File: config.mk
export PLATFORM = sky130hd
export DESIGN_NAME = pipe_hazard_ctrl
export DESIGN_NICKNAME = d
export VERILOG_FILES = /design/src/rtl/pipe_hazard_ctrl_pkg.sv /design/src/rtl/pipe_hazard_ctrl_fwd_sel.sv /design/src/rtl/pipe_hazard_ctrl.sv
export SDC_FILE = /design/constraint.sdc
export NUM_CORES = 1
export LEC_CHECK = 0
export CORE_MARGIN = 2
export CORE_UTILIZATION = 45
export CTS_CLUSTER_DIAMETER = 30
export DETAILED_ROUTE_END_ITERATION = 12
export PLACE_DENSITY = 0.8
export SYNTH_ARGS = -nofsm -noshare
export SYNTH_HDL_FRONTEND = slang
export SYNTH_HIERARCHICAL = 1
export SYNTH_SLANG_ARGS = --single-unit
File: constraint.sdc
create_clock -name clk -period 3.8 [get_ports clk]
set_input_delay 0.38 -clock clk [delete_from_list [all_inputs] [get_ports clk]]
set_output_delay 0.38 -clock clk [all_outputs]
set_load 0.05 [all_outputs]
File: src/rtl/pipe_hazard_ctrl_pkg.sv
`default_nettype none
// ============================================================================
// Module   : hazard_pkg
// Purpose  : Shared types and constants for the pipeline hazard controller:
//            controller state encoding and EX operand forward-select codes.
// Ports    : none (package)
// Revision : 1.0 - initial release
// ============================================================================
package hazard_pkg;

  // Controller states. The encoding is fixed so that state dumps are stable.
  typedef enum logic [1:0] {
    RUN     = 2'd0,
    MC_WAIT = 2'd1,
    DRAIN   = 2'd2,
    HALTED  = 2'd3
  } hz_state_e;

  // EX operand forward selects.
  localparam logic [1:0] FWD_RF  = 2'b00;  // register file value
  localparam logic [1:0] FWD_WB  = 2'b01;  // MEM/WB result
  localparam logic [1:0] FWD_MEM = 2'b10;  // EX/MEM result

endpackage : hazard_pkg
`default_nettype wire

File: src/rtl/pipe_hazard_ctrl_fwd_sel.sv
`default_nettype none
// ============================================================================
// Module   : fwd_sel
// Purpose  : Forward-select for one EX source operand. The youngest producer
//            (EX/MEM) wins over the older one (MEM/WB); x0 never forwards.
// Ports    : ex_rs   - source register of the operand in ID/EX
//            mem_rd  - EX/MEM destination, mem_we - EX/MEM write enable
//            wb_rd   - MEM/WB destination, wb_we  - MEM/WB write enable
//            sel     - FWD_MEM / FWD_WB / FWD_RF
// Revision : 1.0 - initial release
// ============================================================================
module fwd_sel
  import hazard_pkg::*;
#(
  parameter int RF_ADDRESS = 5
) (
  input  logic [RF_ADDRESS-1:0] ex_rs,
  input  logic [RF_ADDRESS-1:0] mem_rd,
  input  logic                  mem_we,
  input  logic [RF_ADDRESS-1:0] wb_rd,
  input  logic                  wb_we,
  output logic [1:0]            sel
);

  logic w_mem_hit;
  logic w_wb_hit;

  assign w_mem_hit = mem_we && (mem_rd != '0) && (mem_rd == ex_rs);
  assign w_wb_hit  = wb_we  && (wb_rd  != '0) && (wb_rd  == ex_rs);

  always_comb begin
    sel = FWD_RF;
    if (w_mem_hit) begin
      sel = FWD_MEM;
    end else if (w_wb_hit) begin
      sel = FWD_WB;
    end
  end

endmodule : fwd_sel
`default_nettype wire

File: src/rtl/pipe_hazard_ctrl.sv
`default_nettype none
// ============================================================================
// Module   : pipe_hazard_ctrl
// Purpose  : Hazard, forwarding, stall/flush and halt controller for the
//            5-stage RV32 pipeline. Drives pipeline register enables, flushes
//            and the EX/MEM bubble, the EX operand forward selects, a halt
//            indication and two saturating performance counters.
// Ports    : clk, reset (synchronous, active-high)
//            id_rs1/id_rs2(+_used)  - sources of the instruction in ID
//            ex_rs1/ex_rs2/ex_rd    - registers of the instruction in ID/EX
//            ex_mem_read/ex_multicycle/ex_halt - ID/EX control bits
//            br_taken               - branch redirect
//            mem_rd/mem_reg_write, wb_rd/wb_reg_write - later-stage writers
//            pc_en/ifid_en/idex_en, ifid_flush/idex_flush, exmem_bubble
//            fwd_a/fwd_b, halted, stall_cnt/flush_cnt
// Revision : 1.0 - initial release
// ============================================================================
module pipe_hazard_ctrl
  import hazard_pkg::*;
#(
  parameter int RF_ADDRESS = 5,
  parameter int MC_STALL   = 3,   // 2..15
  parameter int HALT_DRAIN = 2,   // 1..7
  parameter int CNT_W      = 32
) (
  input  logic                  clk,
  input  logic                  reset,
  input  logic [RF_ADDRESS-1:0] id_rs1,
  input  logic [RF_ADDRESS-1:0] id_rs2,
  input  logic                  id_rs1_used,
  input  logic                  id_rs2_used,
  input  logic [RF_ADDRESS-1:0] ex_rs1,
  input  logic [RF_ADDRESS-1:0] ex_rs2,
  input  logic [RF_ADDRESS-1:0] ex_rd,
  input  logic                  ex_mem_read,
  input  logic                  ex_multicycle,
  input  logic                  ex_halt,
  input  logic                  br_taken,
  input  logic [RF_ADDRESS-1:0] mem_rd,
  input  logic                  mem_reg_write,
  input  logic [RF_ADDRESS-1:0] wb_rd,
  input  logic                  wb_reg_write,
  output logic                  pc_en,
  output logic                  ifid_en,
  output logic                  idex_en,
  output logic                  ifid_flush,
  output logic                  idex_flush,
  output logic                  exmem_bubble,
  output logic [1:0]            fwd_a,
  output logic [1:0]            fwd_b,
  output logic                  halted,
  output logic [CNT_W-1:0]      stall_cnt,
  output logic [CNT_W-1:0]      flush_cnt
);

  // The first stall cycle is spent in RUN, so MC_WAIT covers the remainder.
  localparam logic [3:0]       MC_LOAD    = 4'(MC_STALL - 1);
  localparam logic [2:0]       DRAIN_LOAD = 3'(HALT_DRAIN - 1);
  localparam logic [CNT_W-1:0] CNT_MAX    = '1;

  hz_state_e        state_q, state_d;
  logic [3:0]       mc_cnt_q, mc_cnt_d;
  logic             mc_done_q, mc_done_d;
  logic [2:0]       drain_cnt_q, drain_cnt_d;
  logic [CNT_W-1:0] stall_cnt_q, stall_cnt_d;
  logic [CNT_W-1:0] flush_cnt_q, flush_cnt_d;
  logic             halted_q, halted_d;

  logic [1:0]       w_fwd_a;
  logic [1:0]       w_fwd_b;
  logic             w_load_use;
  logic             w_stall_inc;
  logic             w_flush_inc;

  fwd_sel #(.RF_ADDRESS(RF_ADDRESS)) u_fwd_a (
    .ex_rs  (ex_rs1),
    .mem_rd (mem_rd),
    .mem_we (mem_reg_write),
    .wb_rd  (wb_rd),
    .wb_we  (wb_reg_write),
    .sel    (w_fwd_a)
  );

  fwd_sel #(.RF_ADDRESS(RF_ADDRESS)) u_fwd_b (
    .ex_rs  (ex_rs2),
    .mem_rd (mem_rd),
    .mem_we (mem_reg_write),
    .wb_rd  (wb_rd),
    .wb_we  (wb_reg_write),
    .sel    (w_fwd_b)
  );

  // A load in EX cannot forward in time to a consumer sitting in ID.
  assign w_load_use = ex_mem_read && (ex_rd != '0) &&
                      ((id_rs1_used && (id_rs1 == ex_rd)) ||
                       (id_rs2_used && (id_rs2 == ex_rd)));

  always_comb begin
    state_d      = state_q;
    mc_cnt_d     = mc_cnt_q;
    mc_done_d    = mc_done_q;
    drain_cnt_d  = drain_cnt_q;
    halted_d     = halted_q;
    stall_cnt_d  = stall_cnt_q;
    flush_cnt_d  = flush_cnt_q;
    w_stall_inc  = 1'b0;
    w_flush_inc  = 1'b0;

    pc_en        = 1'b1;
    ifid_en      = 1'b1;
    idex_en      = 1'b1;
    ifid_flush   = 1'b0;
    idex_flush   = 1'b0;
    exmem_bubble = 1'b0;
    fwd_a        = w_fwd_a;
    fwd_b        = w_fwd_b;

    case (state_q)
      RUN: begin
        if (ex_halt) begin
          pc_en       = 1'b0;
          ifid_flush  = 1'b1;
          idex_flush  = 1'b1;
          drain_cnt_d = DRAIN_LOAD;
          state_d     = DRAIN;
        end else if (ex_multicycle && !mc_done_q) begin
          pc_en        = 1'b0;
          ifid_en      = 1'b0;
          idex_en      = 1'b0;
          exmem_bubble = 1'b1;
          mc_cnt_d     = MC_LOAD;
          state_d      = MC_WAIT;
        end else if (br_taken) begin
          ifid_flush  = 1'b1;
          idex_flush  = 1'b1;
          w_flush_inc = 1'b1;
        end else if (w_load_use) begin
          pc_en      = 1'b0;
          ifid_en    = 1'b0;
          idex_flush = 1'b1;
        end
        // Once ID/EX advances, the completed multi-cycle op has left EX.
        if (idex_en) begin
          mc_done_d = 1'b0;
        end
      end

      MC_WAIT: begin
        pc_en        = 1'b0;
        ifid_en      = 1'b0;
        idex_en      = 1'b0;
        exmem_bubble = 1'b1;
        if (mc_cnt_q == 4'd1) begin
          state_d   = RUN;
          mc_done_d = 1'b1;
        end else begin
          mc_cnt_d = mc_cnt_q - 4'd1;
        end
      end

      DRAIN: begin
        // EX/MEM keeps loading so the older instructions retire.
        pc_en      = 1'b0;
        ifid_flush = 1'b1;
        idex_flush = 1'b1;
        if (drain_cnt_q == 3'd0) begin
          state_d  = HALTED;
          halted_d = 1'b1;
        end else begin
          drain_cnt_d = drain_cnt_q - 3'd1;
        end
      end

      HALTED: begin
        pc_en        = 1'b0;
        ifid_en      = 1'b0;
        idex_en      = 1'b0;
        ifid_flush   = 1'b1;
        idex_flush   = 1'b1;
        exmem_bubble = 1'b1;
      end

      default: begin
        state_d = RUN;
      end
    endcase

    w_stall_inc = !pc_en && ((state_q == RUN) || (state_q == MC_WAIT));

    if (w_stall_inc && (stall_cnt_q != CNT_MAX)) begin
      stall_cnt_d = stall_cnt_q + CNT_W'(1);
    end
    if (w_flush_inc && (flush_cnt_q != CNT_MAX)) begin
      flush_cnt_d = flush_cnt_q + CNT_W'(1);
    end

    // Hold the pipeline empty while reset is asserted.
    if (reset) begin
      pc_en        = 1'b0;
      ifid_en      = 1'b0;
      idex_en      = 1'b0;
      ifid_flush   = 1'b1;
      idex_flush   = 1'b1;
      exmem_bubble = 1'b1;
      fwd_a        = FWD_RF;
      fwd_b        = FWD_RF;
    end
  end

  always_ff @(posedge clk) begin
    if (reset) begin
      state_q     <= RUN;
      mc_cnt_q    <= 4'd0;
      mc_done_q   <= 1'b0;
      drain_cnt_q <= 3'd0;
      stall_cnt_q <= '0;
      flush_cnt_q <= '0;
      halted_q    <= 1'b0;
    end else begin
      state_q     <= state_d;
      mc_cnt_q    <= mc_cnt_d;
      mc_done_q   <= mc_done_d;
      drain_cnt_q <= drain_cnt_d;
      stall_cnt_q <= stall_cnt_d;
      flush_cnt_q <= flush_cnt_d;
      halted_q    <= halted_d;
    end
  end

  assign halted    = halted_q;
  assign stall_cnt = stall_cnt_q;
  assign flush_cnt = flush_cnt_q;

endmodule : pipe_hazard_ctrl
`default_nettype wire

==> results.py, run 1 <==
metrics = {
    "run_status": {
        "status": "complete, no violations",
    },
    "clocking": {
        "cts-root-buf": "clkbuf_8",
        "cts.sinks": 75,
        "cts_made_buffers": 9,
        "cts_tree": "done",
        "htree_levels": 3,
        "cts_resized": 0,
        "post-cts-setup-buffers": 0,
        "holdBufCountCts": 0,
        "worst_skew_pair.late_latency_ps": 330,
        "clk_pin_slew_ps": 80,
        "cts_buffer_depth": 2,
    },
    "timing": {
        "setup_viol": 0,
        "finClkSkew_ps": 15.1,
        "grt_setup_unrepaired": "no",
        "setup_ws_ps": 528,
        "setup_tns_ps": 0,
        "relSlewSlack": 0.473,
        "fmax_ghz": 0.306,
        "period_share": 0.861,
        "period_minus_slack_ps": 3270,
        "finalMaxSlewViolations": 0,
        "hold_violations": 0,
        "worstMarginPinSlew_ps": 787,
    },
    "die": {
        "rows": 36,
        "die-area_sq_um": 10800,
        "die_h_microns": 104,
        "start_util": 0.461,
        "core-area_sq_um": 9730,
        "pin_count": 120,
        "die_w_microns": 104,
    },
    "critical_path": {
        "cp-start-kind": "input port",
        "cp_max_fo": 3,
        "endpoint_kind": "output port",
        "worstSetupPathType": "in2out",
        "cp.required_ps": 3420,
        "crit_chain": "clkdlybuf4s50_1 > or4_1 > o21ai_1 > nor2_1 > nand2_1 > nand2_1 > a21oi_1 > clkdlybuf4s50_1",
        "cpPeakStageDelay_ps": 820,
        "crit_arrival_ps": 2890,
        "crit_slowest_cell": "clkdlybuf4s50_1",
    },
    "drt": {
        "drt_wl_total_mm": 11.9,
        "num_vias": 4590,
        "drt_iter0_drc": 157,
        "viasPerCell": 5.76,
        "drt-pass1-iter-count": 5,
        "final_antenna_net_count": 0,
        "remaining_drc_errors": 0,
        "wl_per_cell_microns": 14.9,
    },
    "synthesis": {
        "yosysWarnings": 6,
        "syn_nets": 608,
        "seq_area_frac_synth": 0.335,
        "ys_types": 53,
        "synth_top_cell_by_area": "dfxtp_1",
        "synthTopCellsByCount": "dfxtp_1 (75), nor2_1 (55), a21oi_1 (43)",
        "synth_top_area_share": 0.335,
        "synth_most_common_cell": "dfxtp_1",
        "synth_ff_type": "dfxtp_1",
        "async_reset_ff_frac": 0,
        "synth_edf_count": 0,
        "synth_cells": 552,
        "netlist_area_sq_um": 4480,
        "ys_ff_latch": 75,
        "synthTopCellsByArea": "dfxtp_1 (34%), xor2_1 (5.9%), a21oi_1 (4.8%)",
        "syn_area_per_cell_sq_um": 8.12,
    },
    "global_route": {
        "grt-ovfl-total": 0,
        "grt_pass1_vias": 4373,
        "grt_pass1_wl_mm": 19.8,
        "grt_max_degree": 46,
        "grt_antenna_before_repair": 0,
        "grt_util_all_layers": 0.215,
    },
    "power_and_ir_drop": {
        "p_total_mw": 2.28,
        "powerDensity_nw_per_um2": 380,
        "peakVddDrop_v": 0.000249,
        "p_leak_nw": 1.96,
    },
    "run": {
        "maxCapViolations": 0,
    },
    "placement": {
        "placedCellCount": 781,
        "hpwl_mm": 8.68,
        "placed_area_sq_um": 5760,
        "preCtsSetupSlack_ps": 561,
        "numPortBuffers": 119,
        "gp_congestion": 0.912,
    },
    "layout": {
        "insertedDiodeCount": 0,
        "n_fill_cell": 901,
        "multi_input_area_sq_um": 2820,
        "drive_gt1_frac": 0.0587,
        "fin_area_sq_um": 5990,
        "finalNetCount": 715,
        "register_area_sq_um": 1500,
        "area_growth_pct": 33.6,
        "final_cells": 797,
    },
    "worst_hold_path": {
        "hold_class": "reg2reg",
    },
}
==> worst paths after layout <==
| kind | from | end | slack [ps] | cells past startpoint |
|---|---|---|---|---|
| min | halted$_SDFFE_PP0P_ | halted$_SDFFE_PP0P_ | 490 | 2 |
| min reg2reg | halted$_SDFFE_PP0P_ | halted$_SDFFE_PP0P_ | 490 | 2 |
| max reg2reg | state_q[1]$_SDFFE_PP0P_ | stall_cnt[10]$_SDFFE_PP0P_ | 1230 | 8 |
| max | ex_rd[1] | ifid_en | 530 | 8 |
==> sequential cells by signal, indices dropped and copies added (netlist names) <==
signal       count
drain_cnt_q      3
flush_cnt       32
halted           1
mc_cnt_q         4
mc_done_q        1
stall_cnt       32
state_q          2
==> layout make-up <==
type | count | share of cell area
clock buffers | 10 | 0.0230
clock inverters | 6 | 0.0157
inverters | 10 | 0.00627
flip-flops and latches | 75 | 0.251
multi-input cells | 440 | 0.471
well taps | 133 | 0.0278
repair buffers | 123 | 0.205
==> cells in the final DEF (no fill, tap or decap), types with 18 or more instances in the layout <==
master             n
clkdlybuf4s50_1  118
o31ai_1           21
nand3_1           35
or4_1             22
a21oi_1           43
nand2_1           37
nand4_1           23
xor2_1            30
dfxtp_1           75
xnor2_1           23
nor3_1            18
nor2_1            55
==> report_power, final <==
| group | internal [mW] | total (mW) | switching (mW) |
|---|---|---|---|
| Sequential | 0.830 | 0.871 | 0.0406 |
| Clock | 0.394 | 0.707 | 0.313 |
| Combinational | 0.266 | 0.700 | 0.434 |
| Total | 1.49 | 2.28 | 0.787 |
==> per-layer routing <==
layer  up-vias  wire [microns]  track usage
met5         -               0            0
met4         0             184       0.0676
met3        19             512       0.0371
met2       138            5880        0.387
met1      2191            5310        0.260
li1       2242               -            -
==> stage by stage <==
stage,utilization,hold slack [ps]
2_1_floorplan,-,460
3_3_place_gp,0.592,455
3_5_place_dp,0.592,475
4_1_cts,0.615,492
5_1_grt,0.615,525
6_report,0.615,492
==> cells by family (layout without fill, tap and decap cells) <==
kind of cell               Yosys count  after routing  share of synthesized area
AOI/OAI and AO/OA                  105            105                      0.152
xor gates and xnor gates            53             53                      0.104
adders and majority gates           11             11                     0.0307
buffers and inverters               37            149                     0.0371
DFF                                 75             75                      0.335
muxes                                6              6                     0.0140
and+or+nand+nor                    265            265                      0.327
==> worst max-delay path, delay by kind of cell <==
kind                   cells  cell delay, ps
and+or+nand+nor            4             780
buffers and inverters      2            1300
AOI/OAI and AO/OA          2             420
No activity file was read; power rests on OpenSTA's default activity.
==> run 2, diff against run 1 <==
CORE_UTILIZATION = 30   (was 45)
PLACE_DENSITY = 0.59   (was 0.8)
==> run 2 against run 1 <==
- die area is 48% higher
- wire length is 2.9% higher
- clock power is 21% higher
- combinational power is 3.1% lower
- first-iteration DRC count is 63% higher
- largest power group unchanged
==> results.py, run 2 (same netlist as run 1, synthesis figures left out) <==
metrics = {
    "placement": {
        "numPortBuffers": 119,
        "gp_congestion": 0.781,
        "hpwl_mm": 8.89,
    },
    "power_and_ir_drop": {
        "p_int_mw": 1.60,
        "p_seq_frac": 0.364,
        "peakVddDrop_v": 0.000215,
        "powerDensity_nw_per_um2": 395,
        "switching_share": 0.333,
        "p_clk_frac": 0.354,
        "pwr-share-comb": 0.282,
        "p_leak_nw": 1.98,
        "p_sw_mw": 0.800,
    },
    "worst_hold_path": {
        "hold_class": "in2reg",
    },
    "layout": {
        "drive_gt1_frac": 0.0559,
        "multi_input_area_sq_um": 2820,
        "area_growth_pct": 35.9,
        "finalNetCount": 714,
        "insertedDiodeCount": 0,
        "final_cell_mix": "clkdlybuf4s50_1 (118), dfxtp_1 (75), nor2_1 (55)",
        "register_area_sq_um": 1500,
        "final_common_cell": "clkdlybuf4s50_1",
        "n_fill_cell": 1437,
    },
    "global_route": {
        "grt_util_all_layers": 0.151,
        "met2_usage": 0.248,
        "grt-busiest-layer": "met2",
        "grt_antenna_before_repair": 0,
        "grt_max_degree": 67,
        "grt_pass1_wl_mm": 20.0,
        "grt-ovfl-total": 0,
        "grt_use_met1": 0.190,
        "grt_pass1_vias": 4250,
        "grt.met3_usage": 0.0463,
    },
    "timing": {
        "finClkSkew_ps": 6.61,
        "finalMaxSlewViolations": 0,
        "relSlewSlack": 0.406,
        "holdWs_ps": 439,
        "setup_tns_ps": 0,
        "period_share": 0.855,
        "hold_violations": 0,
        "period_minus_slack_ps": 3250,
        "setup_viol": 0,
        "worstMarginPinSlew_ps": 887,
        "grt_setup_unrepaired": "no",
        "fmax_ghz": 0.308,
    },
    "drt": {
        "wl_per_cell_microns": 14.5,
        "remaining_drc_errors": 0,
        "drt_wl_total_mm": 12.2,
        "drt_iter0_drc": 256,
        "drt-pass1-iter-count": 5,
        "final_antenna_net_count": 0,
        "num_vias": 4529,
        "viasPerCell": 5.35,
    },
    "critical_path": {
        "critPathMostFrequentCell": "clkdlybuf4s50_1",
        "endpoint_kind": "output port",
        "crit_chain": "clkdlybuf4s50_1 > xnor2_1 > nand4_1 > o22ai_1 > nor2b_1 > o211ai_1 > a21oi_1 > clkdlybuf4s50_1",
        "cp-start-kind": "input port",
        "crit_arrival_ps": 2870,
        "crit_slowest_cell": "clkdlybuf4s50_1",
        "cp_top_family": "buffers and inverters",
        "cp_max_fo": 3,
        "worstSetupPathType": "in2out",
        "crit_buf_inv": 2,
        "cpPeakStageDelay_ps": 820,
        "cp.required_ps": 3420,
        "reg2reg_slack_ps": 1190,
    },
    "clocking": {
        "holdBufCountCts": 0,
        "cts_made_buffers": 9,
        "cts.sinks": 75,
        "cts-root-buf": "clkbuf_16",
        "clk_pin_slew_ps": 60,
        "cts_resized": 0,
        "post-cts-setup-buffers": 0,
        "cts_tree": "done",
        "cts_buffer_depth": 2,
        "worst_skew_pair.late_latency_ps": 340,
        "htree_levels": 3,
    },
    "die": {
        "core-area_sq_um": 14600,
        "die_w_microns": 126,
        "die-area_sq_um": 15900,
        "rows": 44,
        "start_util": 0.307,
        "die_h_microns": 126,
        "pin_count": 120,
    },
    "run": {
        "maxCapViolations": 0,
    },
    "run_status": {
        "status": "complete, no violations",
    },
}
[run 2: per-layer routing]
metal  vias up  wire, microns
met3        22            649
met5         -              0
met2       122           5760
met4         0            224
met1      2143           5610
li1       2242              -
[run 2: stage by stage]
step / utilization / total power, mW / area [sq um] / setup slack (ps) / std cells
6_report: 0.418 / 2.41 / 6090 / 552 / 846
5_1_grt: 0.418 / 2.55 / 6090 / 396 / 846
4_1_cts: 0.418 / 2.44 / 6090 / 545 / 846
3_5_place_dp: 0.398 / 1.57 / 5800 / 560 / 831
3_3_place_gp: 0.398 / 1.55 / 5800 / 655 / 831
2_1_floorplan: - / 1.36 / 4480 / 1380 / 552
[run 2: path summary, 6_finish.rpt]
path,from,end,cells after the start
worst min-delay path,reset,drain_cnt_q[1]$_SDFFE_PP0P_,2
worst max register to register,state_q[1]$_SDFFE_PP0P_,stall_cnt[16]$_SDFFE_PP0P_,9
worst min register to register,halted$_SDFFE_PP0P_,halted$_SDFFE_PP0P_,2
worst max-delay path,ex_rd[4],idex_flush,8
[run 2: final cells by class]
class | count | share of cell area
multi-input cells | 440 | 0.463
flip-flops and latches | 75 | 0.246
repair buffers | 122 | 0.198
clock buffers | 10 | 0.0392
well taps | 184 | 0.0378
clock inverters | 5 | 0.00883
inverters | 10 | 0.00616
[run 2: worst register-to-register path: stages (launching register included)]
cell and delay, ps:
dfxtp_1 340, inv_1 100, ha_1 380, nor2_1 140, nor3_1 300, a21oi_4 100, buf_4 260, buf_4 260
or4_1 520, a21oi_1 140
[run 2: power by group through the flow]
stage	combinational (mW)	clock, mW	sequential (mW)
2_1_floorplan	0.421	0	0.938
3_3_place_gp	0.662	0	0.888
3_5_place_dp	0.679	0	0.892
4_1_cts	0.681	0.882	0.876
5_1_grt	0.752	0.911	0.882
6_report	0.678	0.853	0.875
